<file path="src/rtl/fft_pkg.sv">
// fft_pkg
//   Shared definitions for the 8-point streaming FFT (fft_3) and its output
//   reorder stage (fft_3_reorder). Both blocks take the bin-order definition
//   from here, so the FFT's output order and the reorder's address mapping
//   cannot drift apart.
//
//   FFT_CBW  log2 of the default frame length
//   FFT_N    default frame length
//   bitrev   reverses the low 'bits' bits of an index, upper result bits are 0
package fft_pkg;

  localparam int FFT_CBW = 3;
  localparam int FFT_N   = 1 << FFT_CBW;

  // Shift-based reversal avoids variable bit-select widths: each step moves
  // the current LSB of the source into the bottom of the result.
  function automatic logic [15:0] bitrev(input logic [15:0] idx, input int bits);
    logic [15:0] r;
    logic [15:0] v;
    r = '0;
    v = idx;
    for (int i = 0; i < 16; i++) begin
      if (i < bits) begin
        r = {r[14:0], v[0]};
        v = v >> 1;
      end
    end
    return r;
  endfunction

endpackage

</file>
<file path="src/rtl/fft_3_reorder_ram.sv">
// fft_3_reorder_ram
//   Ping-pong frame buffer for the reorder stage: 2*N words of 2*DBW bits.
//   One write port and one read port whose data is registered (1 clk latency).
//   The upper address bit selects the bank; the owner guarantees that reads
//   and writes never target the same bank in the same clk.
//
//   clk    clock
//   we     write enable
//   waddr  write address {bank, index}
//   wdata  write data
//   re     read enable; rdata updates only when set
//   raddr  read address {bank, index}
//   rdata  registered read data
module fft_3_reorder_ram #(
  parameter int DW = 16,
  parameter int AW = 4
) (
  input  logic          clk,
  input  logic          we,
  input  logic [AW-1:0] waddr,
  input  logic [DW-1:0] wdata,
  input  logic          re,
  input  logic [AW-1:0] raddr,
  output logic [DW-1:0] rdata
);

  logic [DW-1:0] mem [2**AW];

  // No reset: contents are always written before they are read back.
  always_ff @(posedge clk) begin
    if (we) mem[waddr] <= wdata;
  end

  always_ff @(posedge clk) begin
    if (re) rdata <= mem[raddr];
  end

endmodule

</file>
<file path="src/rtl/fft_3_reorder.sv">
// fft_3_reorder
//   Sits directly after the streaming FFT. The FFT emits one complex bin per
//   clk in bit-reversed order; each frame is written into one bank of a
//   ping-pong RAM at its natural-order position and, once complete, replayed
//   from that bank in natural order while the next frame fills the other bank.
//
//   clk         clock, posedge
//   rstx        async active-low reset
//   clear       sync clear back to the reset state (wins over start)
//   start       din is the first FFT output of a frame
//   din         {imag, real} FFT output, one per clk
//   dout        reordered bin, same packing, 0 when not valid
//   dout_valid  dout holds a bin
//   dout_first  dout holds bin 0 of a frame
//
//   Timing: start sampled at edge T -> bin 0 on dout after edge T+N+1.
//   Pipeline: read issue (ractive) -> RAM data reg -> dout reg.
module fft_3_reorder
  import fft_pkg::*;
#(
  parameter int DBW = 8,
  parameter int CBW = 3
) (
  input  logic           clk,
  input  logic           rstx,
  input  logic           clear,
  input  logic           start,
  input  logic [2*DBW-1:0] din,
  output logic [2*DBW-1:0] dout,
  output logic           dout_valid,
  output logic           dout_first
);

  localparam int N      = 1 << CBW;
  localparam int DW     = 2 * DBW;
  localparam int STAGES = 1;

  localparam logic [0:0] IDLE = 1'b0;
  localparam logic [0:0] RUN  = 1'b1;

  // write side
  logic [0:0]     state;
  logic [CBW-1:0] wcnt;
  logic [CBW-1:0] wsel;
  logic [CBW-1:0] widx;
  logic           wbank;
  logic           we;
  logic           frame_done;

  // read side
  logic [CBW-1:0] rcnt;
  logic           rbank;
  logic           ractive;

  // vld_pipe[0]/fst_pipe[0] align with RAM rdata, [STAGES] with dout
  logic [STAGES:0] vld_pipe;
  logic [STAGES:0] fst_pipe;
  logic [DW-1:0]   rdata;

  // A start in RUN restarts the frame at bin-order index 0, which also covers
  // the aligned case (wcnt==0) with no special handling.
  always_comb begin
    we         = 1'b0;
    frame_done = 1'b0;
    wsel       = start ? '0 : wcnt;
    widx       = CBW'(bitrev(16'(wsel), CBW));
    if (!clear) begin
      if (state == RUN) begin
        we         = 1'b1;
        frame_done = !start && (wcnt == CBW'(N - 1));
      end else if (start) begin
        we = 1'b1;
      end
    end
  end

  // Write side FSM: the bank flips with the last write of a frame so the
  // next frame's first sample (next clk) already lands in the other bank.
  always_ff @(posedge clk or negedge rstx) begin
    if (!rstx) begin
      state <= IDLE;
      wcnt  <= '0;
      wbank <= 1'b0;
    end else if (clear) begin
      state <= IDLE;
      wcnt  <= '0;
      wbank <= 1'b0;
    end else begin
      case (state)
        IDLE: begin
          if (start) begin
            state <= RUN;
            wcnt  <= CBW'(1);
          end
        end
        RUN: begin
          wcnt <= start ? CBW'(1) : wcnt + CBW'(1);
          if (frame_done) wbank <= ~wbank;
        end
        default: state <= IDLE;
      endcase
    end
  end

  // Read side: a completed frame (re)starts the readout even mid-readout,
  // which with back-to-back frames lands exactly after rcnt==N-1.
  always_ff @(posedge clk or negedge rstx) begin
    if (!rstx) begin
      rcnt    <= '0;
      rbank   <= 1'b0;
      ractive <= 1'b0;
    end else if (clear) begin
      rcnt    <= '0;
      rbank   <= 1'b0;
      ractive <= 1'b0;
    end else if (frame_done) begin
      rcnt    <= '0;
      rbank   <= wbank;
      ractive <= 1'b1;
    end else if (ractive) begin
      rcnt <= rcnt + CBW'(1);
      if (rcnt == CBW'(N - 1)) ractive <= 1'b0;
    end
  end

  fft_3_reorder_ram #(
    .DW (DW),
    .AW (CBW + 1)
  ) u_ram (
    .clk   (clk),
    .we    (we),
    .waddr ({wbank, widx}),
    .wdata (din),
    .re    (ractive),
    .raddr ({rbank, rcnt}),
    .rdata (rdata)
  );

  always_ff @(posedge clk or negedge rstx) begin
    if (!rstx) begin
      vld_pipe <= '0;
      fst_pipe <= '0;
      dout     <= '0;
    end else if (clear) begin
      vld_pipe <= '0;
      fst_pipe <= '0;
      dout     <= '0;
    end else begin
      vld_pipe <= {vld_pipe[STAGES-1:0], ractive};
      fst_pipe <= {fst_pipe[STAGES-1:0], ractive && (rcnt == '0)};
      // RAM data is unreset and stale between frames; keep dout clean.
      dout     <= vld_pipe[0] ? rdata : '0;
    end
  end

  assign dout_valid = vld_pipe[STAGES];
  assign dout_first = fst_pipe[STAGES];

endmodule
</file>
<file path="config.mk">
export PLATFORM = sky130hd
export DESIGN_NAME = fft_3_reorder
export DESIGN_NICKNAME = d
export VERILOG_FILES = /design/src/rtl/fft_pkg.sv /design/src/rtl/fft_3_reorder_ram.sv /design/src/rtl/fft_3_reorder.sv
export SDC_FILE = /design/constraint.sdc
export NUM_CORES = 1
export LEC_CHECK = 0
export BUFFER_PORTS_ARGS = -buffer_cell sky130_fd_sc_hd__buf_4
export CAP_MARGIN = 0
export CORE_MARGIN = 1
export CORE_UTILIZATION = 60
export CTS_CLUSTER_SIZE = 12
export DETAILED_ROUTE_END_ITERATION = 8
export PLACE_DENSITY = 0.77
export SYNTH_ARGS = -nofsm -noshare
export SYNTH_HDL_FRONTEND = slang
export SYNTH_SLANG_ARGS = --single-unit
</file>
<file path="constraint.sdc">
create_clock -name clk -period 2.35 [get_ports clk]
set_input_delay 0 -clock clk [delete_from_list [all_inputs] [get_ports clk]]
set_output_delay 0 -clock clk [all_outputs]
set_load 0.1 [all_outputs]
</file>
-- After elaboration in Yosys (flattened, before gate mapping)
Memories as Yosys holds them, arrays and structs flattened. A register that Yosys moved wholly into a read port is not among the register bits.
Index checks and enable logic that the tools add are counted.
- register bits: 30
- latch bits: 0
- memory bits (writable): 256
- ROM bits: 0
- logic and storage cells: 53
- memories: 1
- add/sub/neg operators: 2
- multiply operators: 0
- divide/modulo/power cells: 0
- $lt $le $gt $ge: 0
- equality and inequality tests: 3
- shift-type cells: 0
- multiplexer cells: 28
- bitwise gates (word level): 2
- reduce and logical (&&, ||, !) cells: 8
- memories (memory ; depth ; width ; read ports ; clocked after memory_dff ; write ports ; line ; source):
    u_ram.mem ; 16 ; 16 ; 1 ; 1 ; 1 ; fft_3_reorder_ram.sv:27 ; logic [DW-1:0] mem [2**AW];
- operators with widths (cell ; number):
    16-bit 2-to-1 mux ; 2
    3-bit 2-to-1 mux ; 7
    1-bit 2-to-1 mux ; 16
    3-bit by 1-bit adder with 3-bit output (second input constant) ; 2
    3-bit equality test (second input constant) ; 2
    3-bit one-hot mux with 2 select lines ; 1
    2-bit 2-to-1 mux ; 2
    2-bit nonzero test ; 2
    3-bit logical NOT ; 1
    3-bit inequality test (second input constant) ; 1
    3-bit nonzero test ; 1
    1-bit logical AND ; 2
    1-bit NOT ; 2
    2-bit AND reduction ; 1
    1-bit logical NOT ; 1

-- Depth between registers and ports, before layout
Gate-level depths: netlist of run 1.
- word-level depth: 7
- gate-level depth with buffers: 6
- gate-level depth less buffers: 5

-- Modules after synthesis
Synthesis of run 1 repeated with hierarchy kept, for this count alone.
- cell total of the unflattened synthesis: 519
- area, all modules: 11379.7 µm²
- by module, submodules not included (module ; times used ; cells each ; area an instance (µm²) ; sequential area each (µm²)):
    fft_3_reorder_ram ; 1 ; 432 ; 10203.5 ; 8167.8
    fft_3_reorder ; 1 ; 87 ; 1176.1 ; 750.7

-- Least setup slack after synthesis of run 1
No wires, ideal clock.
- kind: reg2reg
- start: register state
- end: memory u_ram.mem[9][0], enable pin
- data arrival time: 1.673 ns
- slack: 0.289 ns
- cell stages (with the launch flop): 5
- path buffers: 1
- clock period less this slack: 2.061 ns
- cells stage by stage: dfrtp_1 -> clkbuf_1 -> nor2b_1 -> o211ai_1 -> nor2_1
- cells in the longest elaborated chain, start to end: 4
- RTL lines (item ; line ; source):
    from (decl) ; fft_3_reorder.sv:42 ; logic [0:0] state;
    from (signal assigned) ; fft_3_reorder.sv:81 ; state <= IDLE;
    from (signal assigned) ; fft_3_reorder.sv:85 ; state <= IDLE;
    from (signal assigned) ; fft_3_reorder.sv:92 ; state <= RUN;
    1-bit 2-to-1 mux ; fft_3_reorder.sv:68 ; if (state == RUN) begin
    1-bit 2-to-1 mux ; fft_3_reorder.sv:67 ; if (!clear) begin
    1-bit 2-to-1 mux ; fft_3_reorder_ram.sv:31 ; if (we) mem[waddr] <= wdata;
    1-bit 2-to-1 mux (implied by the code) ; fft_3_reorder_ram.sv:31 ;
    to (decl) ; fft_3_reorder_ram.sv:27 ;
Every way passes these cells.

-- Worst setup path after layout of run 1
- start: register state
- end: memory u_ram.mem[8][0], enable pin
The elaborated chain is that of the path after synthesis.

==> impl_metrics.sql, run 1 <==
INSERT INTO impl_metrics (metric_group, metric, value, unit) VALUES
('status', 'status', 'complete, no violations', ''),
('finish', 'area_growth_syn_to_layout', '17.5', '%'),
('critical_path', 'worst_r2r_startpoint', 'state$_DFF_PN0_', ''),
('critical_path', 'critical_path_class', 'reg -> reg', ''),
('synth', 'synth_top_area_frac', '0.722', ''),
('clock_network', 'worst_skew_pair.late_latency', '0.55', 'ns'),
('finish', 'layout.cell_area.non_filler', '13300', 'sq um'),
('critical_path', 'critPathBufInv', '1', ''),
('timing', 'timing.fmax', '0.475', 'GHz'),
('critical_path', 'worstPathArrival', '2.34', 'ns'),
('critical_path', 'series_of_cell_instances_along_the_critical_path', 'nor2b_1 > o211ai_1 > nor2_2 > buf_4', ''),
('clock_network', 'tritoncts', 'yes', ''),
('timing', 'timing.final.hold_violations', '0', ''),
('placed_design', 'gp_congestion', '0.803', ''),
('synth', 'synth_seq_cells', '302', ''),
('critical_path', 'timing.critical_path.from_type', 'register', ''),
('floorplanning', 'fp.coreArea', '18200', 'sq um'),
('critical_path', 'required', '2.58', 'ns'),
('grt', 'grtUsageMet3', '0.0461', ''),
('timing', 'setup_tns', '0', 'ns'),
('synth', 'yosys_most_used_dff', 'sky130_fd_sc_hd__edfxtp_1', ''),
('synth', 'synthMostInstantiatedCell', 'sky130_fd_sc_hd__edfxtp_1', ''),
('clock_network', 'cts_max_level', '1', ''),
('critical_path', 'rr_endpoint', 'u_ram.mem[8][0]$_DFFE_PP_', ''),
('floorplanning', 'die_width', '139', 'um'),
('timing', 'worst-slew-pin-transition', '0.609', 'ns'),
('finish', 'antenna_cells', '0', ''),
('drt', 'wl', '24500', 'um'),
('timing', 'final_min_period_over_clock_period', '0.895', ''),
('finish', 'design.final.nets', '651', ''),
('drt', 'via_count_of_the_routed_design', '5719', ''),
('placed_design', 'dp_slack', '0.293', 'ns'),
('synth', 'syn_area', '11300', 'sq um'),
('drt', 'post-route-drc-count', '0', ''),
('clock_network', 'cts_repair_resize_count', '0', ''),
('clock_network', 'clock_tree.root_cell', 'sky130_fd_sc_hd__clkbuf_16', ''),
('timing', 'post-route-worst-setup-slack', '0.246', 'ns'),
('clock_network', 'cts.hold.buffers_added', '21', ''),
('critical_path', 'ff2ff_path_depth', '4', ''),
('synth', 'synth_top_cells_by_area', 'sky130_fd_sc_hd__edfxtp_1 (72%), sky130_fd_sc_hd__mux4_2 (13%), sky130_fd_sc_hd__dfrtp_1 (6.6%), sky130_fd_sc_hd__a22oi_1 (2.1%), sky130_fd_sc_hd__and2_1 (0.94%)', ''),
('critical_path', 'cp_max_fo', '8', ''),
('drt', 'routedWlPerCell', '27.8', 'um'),
('placed_design', 'dp.final_hpwl', '13900', 'um'),
('timing', 'period_minus_slack', '2.10', 'ns'),
('floorplanning', 'ios', '38', ''),
('timing', 'finalClockSkew', '0.0170', 'ns'),
('min_path', 'hold-path-cell-count', '3', ''),
('critical_path', 'crit_path_top_delay_cell', 'sky130_fd_sc_hd__dfrtp_1', ''),
('placed_design', 'buffer_ports.inserted', '37', ''),
('synth', 'synth-edff-count', '272', ''),
('critical_path', 'crit_cells', '4', ''),
('grt', 'gr-total-overflow', '0', ''),
('timing', 'hold_ws', '0.250', 'ns'),
('grt', 'grt_max_degree', '68', ''),
('floorplanning', 'initial_core_util', '0.621', ''),
('min_path', 'min_from', 'clear', ''),
('synth', 'post_synth.cell_area_avg', '21.7', 'sq um'),
('synth', 'netlist_top_cells_count', 'sky130_fd_sc_hd__edfxtp_1 (272), sky130_fd_sc_hd__mux4_2 (64), sky130_fd_sc_hd__a22oi_1 (32)', ''),
('timing', 'slew_headroom', '0.592', ''),
('pwr', 'leakagePower', '4.45', 'nW'),
('synth', 'post_synth_inst_count', '522', ''),
('floorplanning', 'die_area', '19400', 'sq um'),
('drt', 'antenna_violating_nets_post_route', '0', ''),
('critical_path', 'max_stage_delay', '0.52', 'ns'),
('timing', 'finalSetupViolations', '0', ''),
('grt', 'grt_util_met1', '0.383', ''),
('timing', 'setup_repair_after_global_routing_missed_its_margin', 'no', ''),
('pwr', 'cellPowerDensity', '793', 'nW/um^2'),
('min_path', 'holdCritPathClass', 'in -> reg', ''),
('finish', 'layout-drive-gt1-share', '0.298', ''),
('grt', 'top_usage_layer', 'met2', '');
-- flip-flops by register name, summed over array words and instances (netlist names) --
name,flops
ractive,1
wcnt,3
state,1
rcnt,3
fst_pipe,2
rbank,1
u_ram.mem,256
wbank,1
dout,16
u_ram.rdata,16
vld_pipe,2
-- kinds of logic after synthesis --
logic type,share of synthesized area
buf+inv,0.0145
compound gates,0.0238
flops,0.789
xor+xnor,0.00155
simple gates,0.0340
fa+ha+maj,0.00553
mux,0.132
-- cell type report --
class                   instances  area, sq um  share of cell area
clock inverters                 4         50.0             0.00377
inverters                       4         15.0             0.00113
well taps                     229          287              0.0216
clock buffers                  52          855              0.0643
flip-flops and latches        302         8920               0.672
multi-input cells             191         2260               0.170
repair buffers                 97          891              0.0671
-- placed cells by master (no fill, tap or decap), types with 2 or more instances in the layout --
cell type / n
sky130_fd_sc_hd__mux4_2: 64
sky130_fd_sc_hd__a22oi_1: 32
sky130_fd_sc_hd__nand4_1: 2
sky130_fd_sc_hd__o211ai_1: 2
sky130_fd_sc_hd__nand2_1: 18
sky130_fd_sc_hd__dfrtp_1: 28
sky130_fd_sc_hd__buf_12: 9
sky130_fd_sc_hd__edfxtp_1: 272
sky130_fd_sc_hd__dlygate4sd3_1: 20
sky130_fd_sc_hd__nor2b_1: 7
sky130_fd_sc_hd__nand3b_1: 2
sky130_fd_sc_hd__nor2_2: 16
sky130_fd_sc_hd__buf_4: 68
sky130_fd_sc_hd__and2_1: 17
sky130_fd_sc_hd__xnor2_1: 2
sky130_fd_sc_hd__mux2i_1: 5
sky130_fd_sc_hd__nor2_1: 12
sky130_fd_sc_hd__inv_1: 4
sky130_fd_sc_hd__clkbuf_16: 31
sky130_fd_sc_hd__ha_1: 5
sky130_fd_sc_hd__nor3_1: 2
sky130_fd_sc_hd__clkbuf_1: 21
-- worst max path at each step --
stage	from	end	slack, ns
2_1_floorplan	state$_DFF_PN0_	u_ram.mem[9][0]$_DFFE_PP_	0.29
3_3_place_gp	rcnt[0]$_DFFE_PN0P_	u_ram.rdata[10]$_DFFE_PP_	0.32
3_5_place_dp	rcnt[0]$_DFFE_PN0P_	u_ram.rdata[2]$_DFFE_PP_	0.29
4_1_cts	rcnt[0]$_DFFE_PN0P_	u_ram.rdata[2]$_DFFE_PP_	0.27
5_1_grt	rcnt[0]$_DFFE_PN0P_	u_ram.rdata[2]$_DFFE_PP_	0.18
6_report	state$_DFF_PN0_	u_ram.mem[8][0]$_DFFE_PP_	0.25
-- power by group --
part	total (W)	switching, W	leakage, nW	internal [W]
sequential	0.00589	0.0000118	2.86	0.00588
combinational	0.000209	0.000122	1.15	0.0000868
clock	0.00444	0.00187	0.432	0.00256
total	0.0105	0.00201	4.45	0.00853
-- tightest hold or removal path: stages --
cell                            delay (ns)
sky130_fd_sc_hd__dlygate4sd3_1        0.53
sky130_fd_sc_hd__buf_4                0.17
sky130_fd_sc_hd__nor2b_1              0.06
-- layer usage --
metal | share of wire | vias up
li1 | - | 2338
met1 | 0.40 | 2993
met2 | 0.48 | 341
met3 | 0.093 | 47
met4 | 0.024 | 0
met5 | 0 | -
-- through the flow --
| stage | total power, W | utilization | instances |
|---|---|---|---|
| floorplan | 0.00606 | - | 522 |
| global placement | 0.00616 | 0.668 | 802 |
| detailed placement | 0.00618 | 0.668 | 802 |
| CTS | 0.0106 | 0.730 | 879 |
| global route | 0.0108 | 0.730 | 879 |
| finish | 0.0105 | 0.730 | 879 |
Power figures use the tool's default switching activity.
==> inputs of run 2 (changes only) <==
--- a/config.mk
+++ b/config.mk
@@ -5,7 +5,7 @@
 export SDC_FILE = /design/constraint.sdc
 export NUM_CORES = 1
 export LEC_CHECK = 0
-export BUFFER_PORTS_ARGS = -buffer_cell sky130_fd_sc_hd__buf_4
+export BUFFER_PORTS_ARGS = -buffer_cell sky130_fd_sc_hd__buf_2
 export CAP_MARGIN = 0
 export CORE_MARGIN = 1
 export CORE_UTILIZATION = 60
==> run 2 against run 1 <==
  * Cell count unchanged
  * Worst setup slack got worse by 0.065 ns
  * Hold slack got worse by 0.18 ns
  * Largest power group unchanged
  * Combinational power decreased by 8%
  * First-iteration DRC count increased by 2.8%
  * Total power about the same
  * Sequential share of layout area increased by 0.73 points
  * Largest cell class unchanged
  * Wire length decreased by 3.1%
==> impl_metrics.sql, run 2 (same netlist as run 1, synthesis figures left out) <==
INSERT INTO impl_metrics (metric_group, metric, value, unit) VALUES
('floorplanning', 'die_ht', '139', 'um'),
('status', 'status', 'complete, no violations', ''),
('finish', 'mostFrequentLayoutCell', 'sky130_fd_sc_hd__edfxtp_1', ''),
('floorplanning', 'die_width', '139', 'um'),
('grt', 'grt_max_degree', '31', ''),
('placed_design', 'dp_slack', '0.210', 'ns'),
('pwr', 'power.ir.vdd_worst', '638', 'uV'),
('floorplanning', 'initial_core_util', '0.621', ''),
('drt', 'route.top_layer_used', 'met4', ''),
('floorplanning', 'ios', '38', ''),
('critical_path', 'crit_path_top_delay_cell', 'sky130_fd_sc_hd__dfrtp_1', ''),
('finish', 'largestRegisters', 'u_ram.mem (256), dout (16), u_ram.rdata (16)', ''),
('drt', 'via_count_of_the_routed_design', '5623', ''),
('placed_design', 'buffer_ports.inserted', '37', ''),
('clock_network', 'cts-root-to-sink-buffers', '3', ''),
('drt', 'antenna_violating_nets_post_route', '0', ''),
('drt', 'first_iter_violations', '593', ''),
('grt', 'gr-total-overflow', '0', ''),
('finish', 'design.final.nets', '651', ''),
('critical_path', 'worstPathArrival', '2.39', 'ns'),
('clock_network', 'cts_max_level', '1', ''),
('drt', 'wl', '23700', 'um'),
('clock_network', 'cts.reportedPaths.clkPinSlew', '0.06', 'ns'),
('grt', 'antenna_violations_before_repair', '0', ''),
('drt', 'routedWlPerCell', '27.0', 'um'),
('timing', 'final-max-slew-violation-count', '0', ''),
('finish', 'largest_register_ff_count', '256', ''),
('pwr', 'leakagePower', '4.43', 'nW'),
('grt', 'first_global_vias', '5815', ''),
('finish', 'most_frequent_cells_in_the_layout', 'sky130_fd_sc_hd__edfxtp_1 (272), sky130_fd_sc_hd__mux4_2 (64), sky130_fd_sc_hd__buf_2 (37)', ''),
('drt', 'post-route-drc-count', '0', ''),
('critical_path', 'cp_max_fo', '12', ''),
('timing', 'final_min_period_over_clock_period', '0.923', ''),
('drt', 'dr_wl_met3', '2230', 'um'),
('drt', 'routed-wl-met2', '11200', 'um'),
('timing', 'finalSetupViolations', '0', ''),
('finish', 'area_growth_syn_to_layout', '16.2', '%'),
('timing', 'worst-slew-pin-transition', '0.773', 'ns'),
('finish', 'register_with_the_most_flip_flops', 'u_ram.mem', ''),
('timing', 'setup_repair_after_global_routing_missed_its_margin', 'no', ''),
('grt', 'grt_pass1_wl', '35700', 'um'),
('grt', 'grt_use_total', '0.258', ''),
('drt', 'avgViaCountPerCell', '6.40', ''),
('pwr', 'cellPowerDensity', '801', 'nW/um^2'),
('clock_network', 'tritoncts', 'yes', ''),
('clock_network', 'clock_sink_count', '302', ''),
('timing', 'period_minus_slack', '2.17', 'ns'),
('drt', 'drt_pre_antenna_iters', '4', ''),
('critical_path', 'critPathCaptureType', 'register', ''),
('clock_network', 'worst_skew_pair.late_latency', '0.55', 'ns'),
('critical_path', 'timing.critical_path.from_type', 'register', ''),
('floorplanning', 'fp-row-count', '49', ''),
('placed_design', 'gp_congestion', '0.857', ''),
('critical_path', 'required', '2.57', 'ns'),
('timing', 'timing.fmax', '0.461', 'GHz'),
('finish', 'antenna_cells', '0', ''),
('job', 'drv.max_cap_violation_count', '0', ''),
('drt', 'wl_met1', '9530', 'um'),
('critical_path', 'max_stage_delay', '0.54', 'ns'),
('floorplanning', 'die_area', '19400', 'sq um'),
('finish', 'layout-drive-gt1-share', '0.300', ''),
('timing', 'finalClockSkew', '0.0156', 'ns'),
('timing', 'timing.final.hold_violations', '0', ''),
('pwr', 'totalPowerFinal', '0.0105', 'W'),
('timing', 'post-route-worst-setup-slack', '0.180', 'ns'),
('floorplanning', 'fp.coreArea', '18200', 'sq um'),
('placed_design', 'dp.final_hpwl', '13700', 'um'),
('min_path', 'holdCritPathClass', 'in -> async', ''),
('timing', 'hold_ws', '0.0744', 'ns'),
('timing', 'slew_headroom', '0.485', ''),
('critical_path', 'critical_path_class', 'reg -> reg', ''),
('critical_path', 'critPathBufInv', '1', ''),
('clock_network', 'clock_tree.root_cell', 'sky130_fd_sc_hd__clkbuf_16', ''),
('clock_network', 'tritoncts.num_buffers', '30', ''),
('critical_path', 'series_of_cell_instances_along_the_critical_path', 'nor2b_1 > o211ai_1 > nor2_2 > buf_4', ''),
('critical_path', 'timing.critical_path.max_delay_family', 'simple AND/OR/NAND/NOR gates', ''),
('timing', 'setup_tns', '0', 'ns');
## run 2: cell types whose count changed in the layout (fill, tap and decap cells not counted), sizes merged
cell	delta
clkbuf	-3
clkinv	+3
bufinv	+1
inv	-1
## run 2: layer usage
metal	global-route usage	vias to the layer above
li1	-	2338
met1	0.376	2873
met2	0.400	359
met3	0.0409	53
met4	0.105	0
met5	0	-
## run 2: worst reg2reg max path: cells and delay by family, from the launching register on
family	cells	cell delay, ns
flops	1	0.54
simple gates	2	0.70
buf+inv	1	0.34
compound gates	1	0.26
## run 2: layout make-up
| cell class | instances | area (sq um) |
|---|---|---|
| clock buffer | 49 | 822 |
| inverter | 4 | 15.0 |
| sequential | 302 | 8920 |
| fill | 1027 | 5070 |
| timing repair buffer | 97 | 736 |
| multi-input combinational | 191 | 2260 |
| clock inverter | 7 | 93.8 |
| tap | 229 | 287 |
## run 2: per-stage QoR
step | std cells | area, sq um | utilization
after global placement | 803 | 12000 | 0.660
after floorplan | 522 | 11300 | -
after CTS | 879 | 13100 | 0.722
final | 879 | 13100 | 0.722
after detailed placement | 803 | 12000 | 0.660
after global routing | 879 | 13100 | 0.722
## run 2: path summary, 6_finish.rpt
kind	startpoint	end	slack (ns)	depth (start not counted)
setup reg to reg	state$_DFF_PN0_	u_ram.mem[8][1]$_DFFE_PP_	0.18	4
max in group asynchronous	rstx	rcnt[0]$_DFFE_PN0P_	1.70	2
hold reg to reg	u_ram.rdata[5]$_DFFE_PP_	dout[5]$_DFF_PN0_	0.45	1
min in group clk	clear	ractive$_DFF_PN0_	0.32	3
hold / removal	rstx	dout[14]$_DFF_PN0_	0.07	2
setup / recovery	state$_DFF_PN0_	u_ram.mem[8][1]$_DFFE_PP_	0.18	4
## run 2: repair_timing
action / CTS / global route
buffers inserted: 0 / 0
endpoints found under the hold margin: 297 / 0
resized for setup: 0 / 0
setup endpoints to repair: 0 / 0
hold buffers: 20 / 0
## run 2: where the power goes
group | leakage [nW] | internal [W] | switching (W)
Combinational | 1.12 | 0.0000736 | 0.000120
Sequential | 2.86 | 0.00588 | 0.0000127
Clock | 0.438 | 0.00260 | 0.00185
Total | 4.43 | 0.00855 | 0.00198
==> inputs of run 3 (changes only) <==
--- a/config.mk
+++ b/config.mk
@@ -7,11 +7,13 @@
 export LEC_CHECK = 0
 export BUFFER_PORTS_ARGS = -buffer_cell sky130_fd_sc_hd__buf_2
 export CAP_MARGIN = 0
+export CELL_PAD_IN_SITES_DETAIL_PLACEMENT = 2
+export CELL_PAD_IN_SITES_GLOBAL_PLACEMENT = 2
 export CORE_MARGIN = 1
-export CORE_UTILIZATION = 60
+export CORE_UTILIZATION = 49
 export CTS_CLUSTER_SIZE = 12
 export DETAILED_ROUTE_END_ITERATION = 8
-export PLACE_DENSITY = 0.77
+export PLACE_DENSITY_LB_ADDON = 0.1
 export SYNTH_ARGS = -nofsm -noshare
 export SYNTH_HDL_FRONTEND = slang
 export SYNTH_SLANG_ARGS = --single-unit
==> run 3 against run 2 <==
  * Worst setup slack better by 0.14 ns
  * Total power up 0.52%
  * Cell count up 5.6%
  * Hold slack worse by 0.051 ns
  * Maximum frequency up 6.9%
  * Combinational power up 7%
  * Sequential share of layout area down 0.19 points
  * Sequential power about the same
  * First-iteration DRC count down 21%
  * Global-route usage up 0.17 points
  * Die area up 22%
==> impl_metrics.sql, run 3 (same netlist as run 1, synthesis figures left out) <==
INSERT INTO impl_metrics (metric_group, metric, value, unit) VALUES
('pwr', 'p_int', '0.00851', 'W'),
('job', 'drv.max_cap_violation_count', '0', ''),
('pwr', 'power.ir.vdd_worst', '630', 'uV'),
('finish', 'largestRegisters', 'u_ram.mem (256), dout (16), u_ram.rdata (16)', ''),
('critical_path', 'timing.critical_path.max_delay_family', 'flip-flops', ''),
('drt', 'antenna_violating_nets_post_route', '0', ''),
('critical_path', 'critPathBufInv', '1', ''),
('critical_path', 'rr_endpoint', 'u_ram.rdata[1]$_DFFE_PP_', ''),
('clock_network', 'worst_skew_pair.late_latency', '0.57', 'ns'),
('timing', 'final-max-slew-violation-count', '0', ''),
('finish', 'antenna_cells', '0', ''),
('timing', 'worst-slew-pin-transition', '0.698', 'ns'),
('critical_path', 'ff2ff_setup_slack', '0.32', 'ns'),
('grt', 'gr-total-overflow', '0', ''),
('placed_design', 'dp.final_hpwl', '17600', 'um'),
('floorplanning', 'fp-row-count', '55', ''),
('critical_path', 'critPathCaptureType', 'register', ''),
('floorplanning', 'die_ht', '154', 'um'),
('critical_path', 'max_stage_delay', '0.57', 'ns'),
('clock_network', 'tritoncts.num_buffers', '31', ''),
('critical_path', 'required', '2.65', 'ns'),
('grt', 'first_global_vias', '6143', ''),
('placed_design', 'placed_area', '12100', 'sq um'),
('clock_network', 'tritoncts', 'yes', ''),
('finish', 'layout.cell_area.non_filler', '13200', 'sq um'),
('pwr', 'comb_power_share', '0.020', ''),
('drt', 'routed-wl-met2', '14600', 'um'),
('floorplanning', 'die_width', '154', 'um'),
('placed_design', 'dp_slack', '0.337', 'ns'),
('timing', 'timing.final.hold_violations', '0', ''),
('critical_path', 'critical_path_class', 'reg -> reg', ''),
('timing', 'finalClockSkew', '0.0140', 'ns'),
('timing', 'period_minus_slack', '2.03', 'ns'),
('pwr', 'pwr-share-clk', '0.424', ''),
('grt', 'grt_max_degree', '42', ''),
('critical_path', 'timing.critical_path.from_type', 'register', ''),
('grt', 'grt_use_total', '0.260', ''),
('finish', 'area_growth_syn_to_layout', '16.6', '%'),
('timing', 'finalSetupViolations', '0', ''),
('finish', 'design.final.nets', '647', ''),
('drt', 'wl_met1', '12100', 'um'),
('grt', 'grt_pass1_wl', '42400', 'um'),
('critical_path', 'worst_r2r_startpoint', 'rcnt[0]$_DFFE_PN0P_', ''),
('drt', 'post-route-drc-count', '0', ''),
('finish', 'mostFrequentLayoutCell', 'sky130_fd_sc_hd__edfxtp_1', ''),
('clock_network', 'clock_tree.root_cell', 'sky130_fd_sc_hd__clkbuf_16', ''),
('critical_path', 'timing.critical_path.from', 'rcnt[0]$_DFFE_PN0P_', ''),
('finish', 'layout-drive-gt1-share', '0.300', ''),
('timing', 'setup_repair_after_global_routing_missed_its_margin', 'no', ''),
('timing', 'post-route-worst-setup-slack', '0.320', 'ns'),
('pwr', 'power.share.sequential', '0.557', ''),
('drt', 'first_iter_violations', '471', ''),
('floorplanning', 'fp.coreArea', '22600', 'sq um'),
('timing', 'setup_tns', '0', 'ns'),
('clock_network', 'cts.reportedPaths.clkPinSlew', '0.06', 'ns'),
('drt', 'drt_pre_antenna_iters', '4', ''),
('critical_path', 'worstPathArrival', '2.33', 'ns'),
('finish', 'register_with_the_most_flip_flops', 'u_ram.mem', ''),
('clock_network', 'cts-root-to-sink-buffers', '3', ''),
('critical_path', 'cp_max_fo', '11', ''),
('timing', 'slew_headroom', '0.535', ''),
('placed_design', 'buffer_ports.inserted', '37', ''),
('timing', 'final_min_period_over_clock_period', '0.864', ''),
('pwr', 'cellPowerDensity', '803', 'nW/um^2'),
('floorplanning', 'initial_core_util', '0.499', ''),
('placed_design', 'gp_congestion', '0.725', ''),
('drt', 'avgViaCountPerCell', '6.09', ''),
('clock_network', 'clock_sink_count', '302', ''),
('timing', 'timing.fmax', '0.493', 'GHz'),
('pwr', 'leakagePower', '4.41', 'nW'),
('drt', 'dr_wl_met3', '1450', 'um'),
('min_path', 'holdCritPathClass', 'in -> async', ''),
('grt', 'antenna_violations_before_repair', '3', ''),
('drt', 'routedWlPerCell', '31.5', 'um'),
('floorplanning', 'ios', '38', ''),
('finish', 'largest_register_ff_count', '256', ''),
('finish', 'most_frequent_cells_in_the_layout', 'sky130_fd_sc_hd__edfxtp_1 (272), sky130_fd_sc_hd__mux4_2 (64), sky130_fd_sc_hd__buf_2 (37)', ''),
('floorplanning', 'die_area', '23700', 'sq um'),
('drt', 'via_count_of_the_routed_design', '5650', ''),
('critical_path', 'ff2ff_path_depth', '4', ''),
('drt', 'wl', '29200', 'um'),
('pwr', 'totalPowerFinal', '0.0106', 'W'),
('status', 'status', 'complete, no violations', ''),
('clock_network', 'cts_max_level', '1', ''),
('critical_path', 'series_of_cell_instances_along_the_critical_path', 'buf_4 > mux4_2 > a22oi_1 > nand2_1', ''),
('critical_path', 'crit_path_top_delay_cell', 'sky130_fd_sc_hd__dfrtp_4', ''),
('pwr', 'power.share.switching', '0.196', ''),
('pwr', 'net_switching_power', '0.00208', 'W'),
('drt', 'route.top_layer_used', 'met4', '');
[run 3: changes by cell type in the layout (fill, tap and decap cells not counted)]
cell and delta:
sky130_fd_sc_hd__clkinv_8 -1, sky130_fd_sc_hd__clkbuf_8 +1, sky130_fd_sc_hd__bufinv_16 -1, sky130_fd_sc_hd__inv_6 +1
sky130_fd_sc_hd__clkbuf_16 +1, sky130_fd_sc_hd__clkinv_2 +2, sky130_fd_sc_hd__buf_4 -6, sky130_fd_sc_hd__clkbuf_1 -7
sky130_fd_sc_hd__buf_12 +1, sky130_fd_sc_hd__clkinv_1 +2
[run 3: power groups by stage]
stage          registers (W)  clock network [W]  logic (W)
2_1_floorplan        0.00600                  0  0.0000632
3_3_place_gp         0.00600                  0   0.000162
3_5_place_dp         0.00601                  0   0.000181
4_1_cts              0.00589            0.00458   0.000208
5_1_grt              0.00589            0.00472   0.000223
6_report             0.00589            0.00449   0.000207
[run 3: metrics by stage]
step | std cells | hold WS (ns) | utilization
2_1_floorplan | 522 | -0.296 | -
3_3_place_gp | 854 | 0.0754 | 0.533
3_5_place_dp | 854 | 0.0850 | 0.533
4_1_cts | 928 | 0.0272 | 0.582
5_1_grt | 928 | 0.0856 | 0.582
6_report | 928 | 0.0235 | 0.582
[run 3: worst max path at each step]
| stage | cells past startpoint | to | slack, ns |
|---|---|---|---|
| final | 4 | u_ram.rdata[1]$_DFFE_PP_ | 0.32 |
| after global routing | 4 | u_ram.rdata[1]$_DFFE_PP_ | 0.23 |
| after CTS | 4 | u_ram.rdata[1]$_DFFE_PP_ | 0.30 |
| after detailed placement | 4 | u_ram.rdata[1]$_DFFE_PP_ | 0.34 |
| after global placement | 4 | u_ram.rdata[14]$_DFFE_PP_ | 0.39 |
| after floorplan | 4 | u_ram.mem[9][0]$_DFFE_PP_ | 0.29 |
[run 3: routing by layer]
| layer | vias up | global-route usage |
|---|---|---|
| li1 | 2327 | - |
| met1 | 3066 | 0.349 |
| met2 | 193 | 0.438 |
| met3 | 64 | 0.0383 |
| met4 | 0 | 0.0900 |
| met5 | - | 0 |
[run 3: area by class of cell]
type,count,area (sq um)
clock buffers,44,835
inverters,4,15.0
clock inverters,10,73.8
multi-input cells,191,2260
repair buffers,92,711
flip-flops and latches,302,8920
fillers,1790,9460
well taps,285,357
[run 3: what timing repair did]
item	CTS	global route
resized for setup	0	0
setup buffers	0	0
hold buffers	20	0
endpoints found under the hold margin	297	0
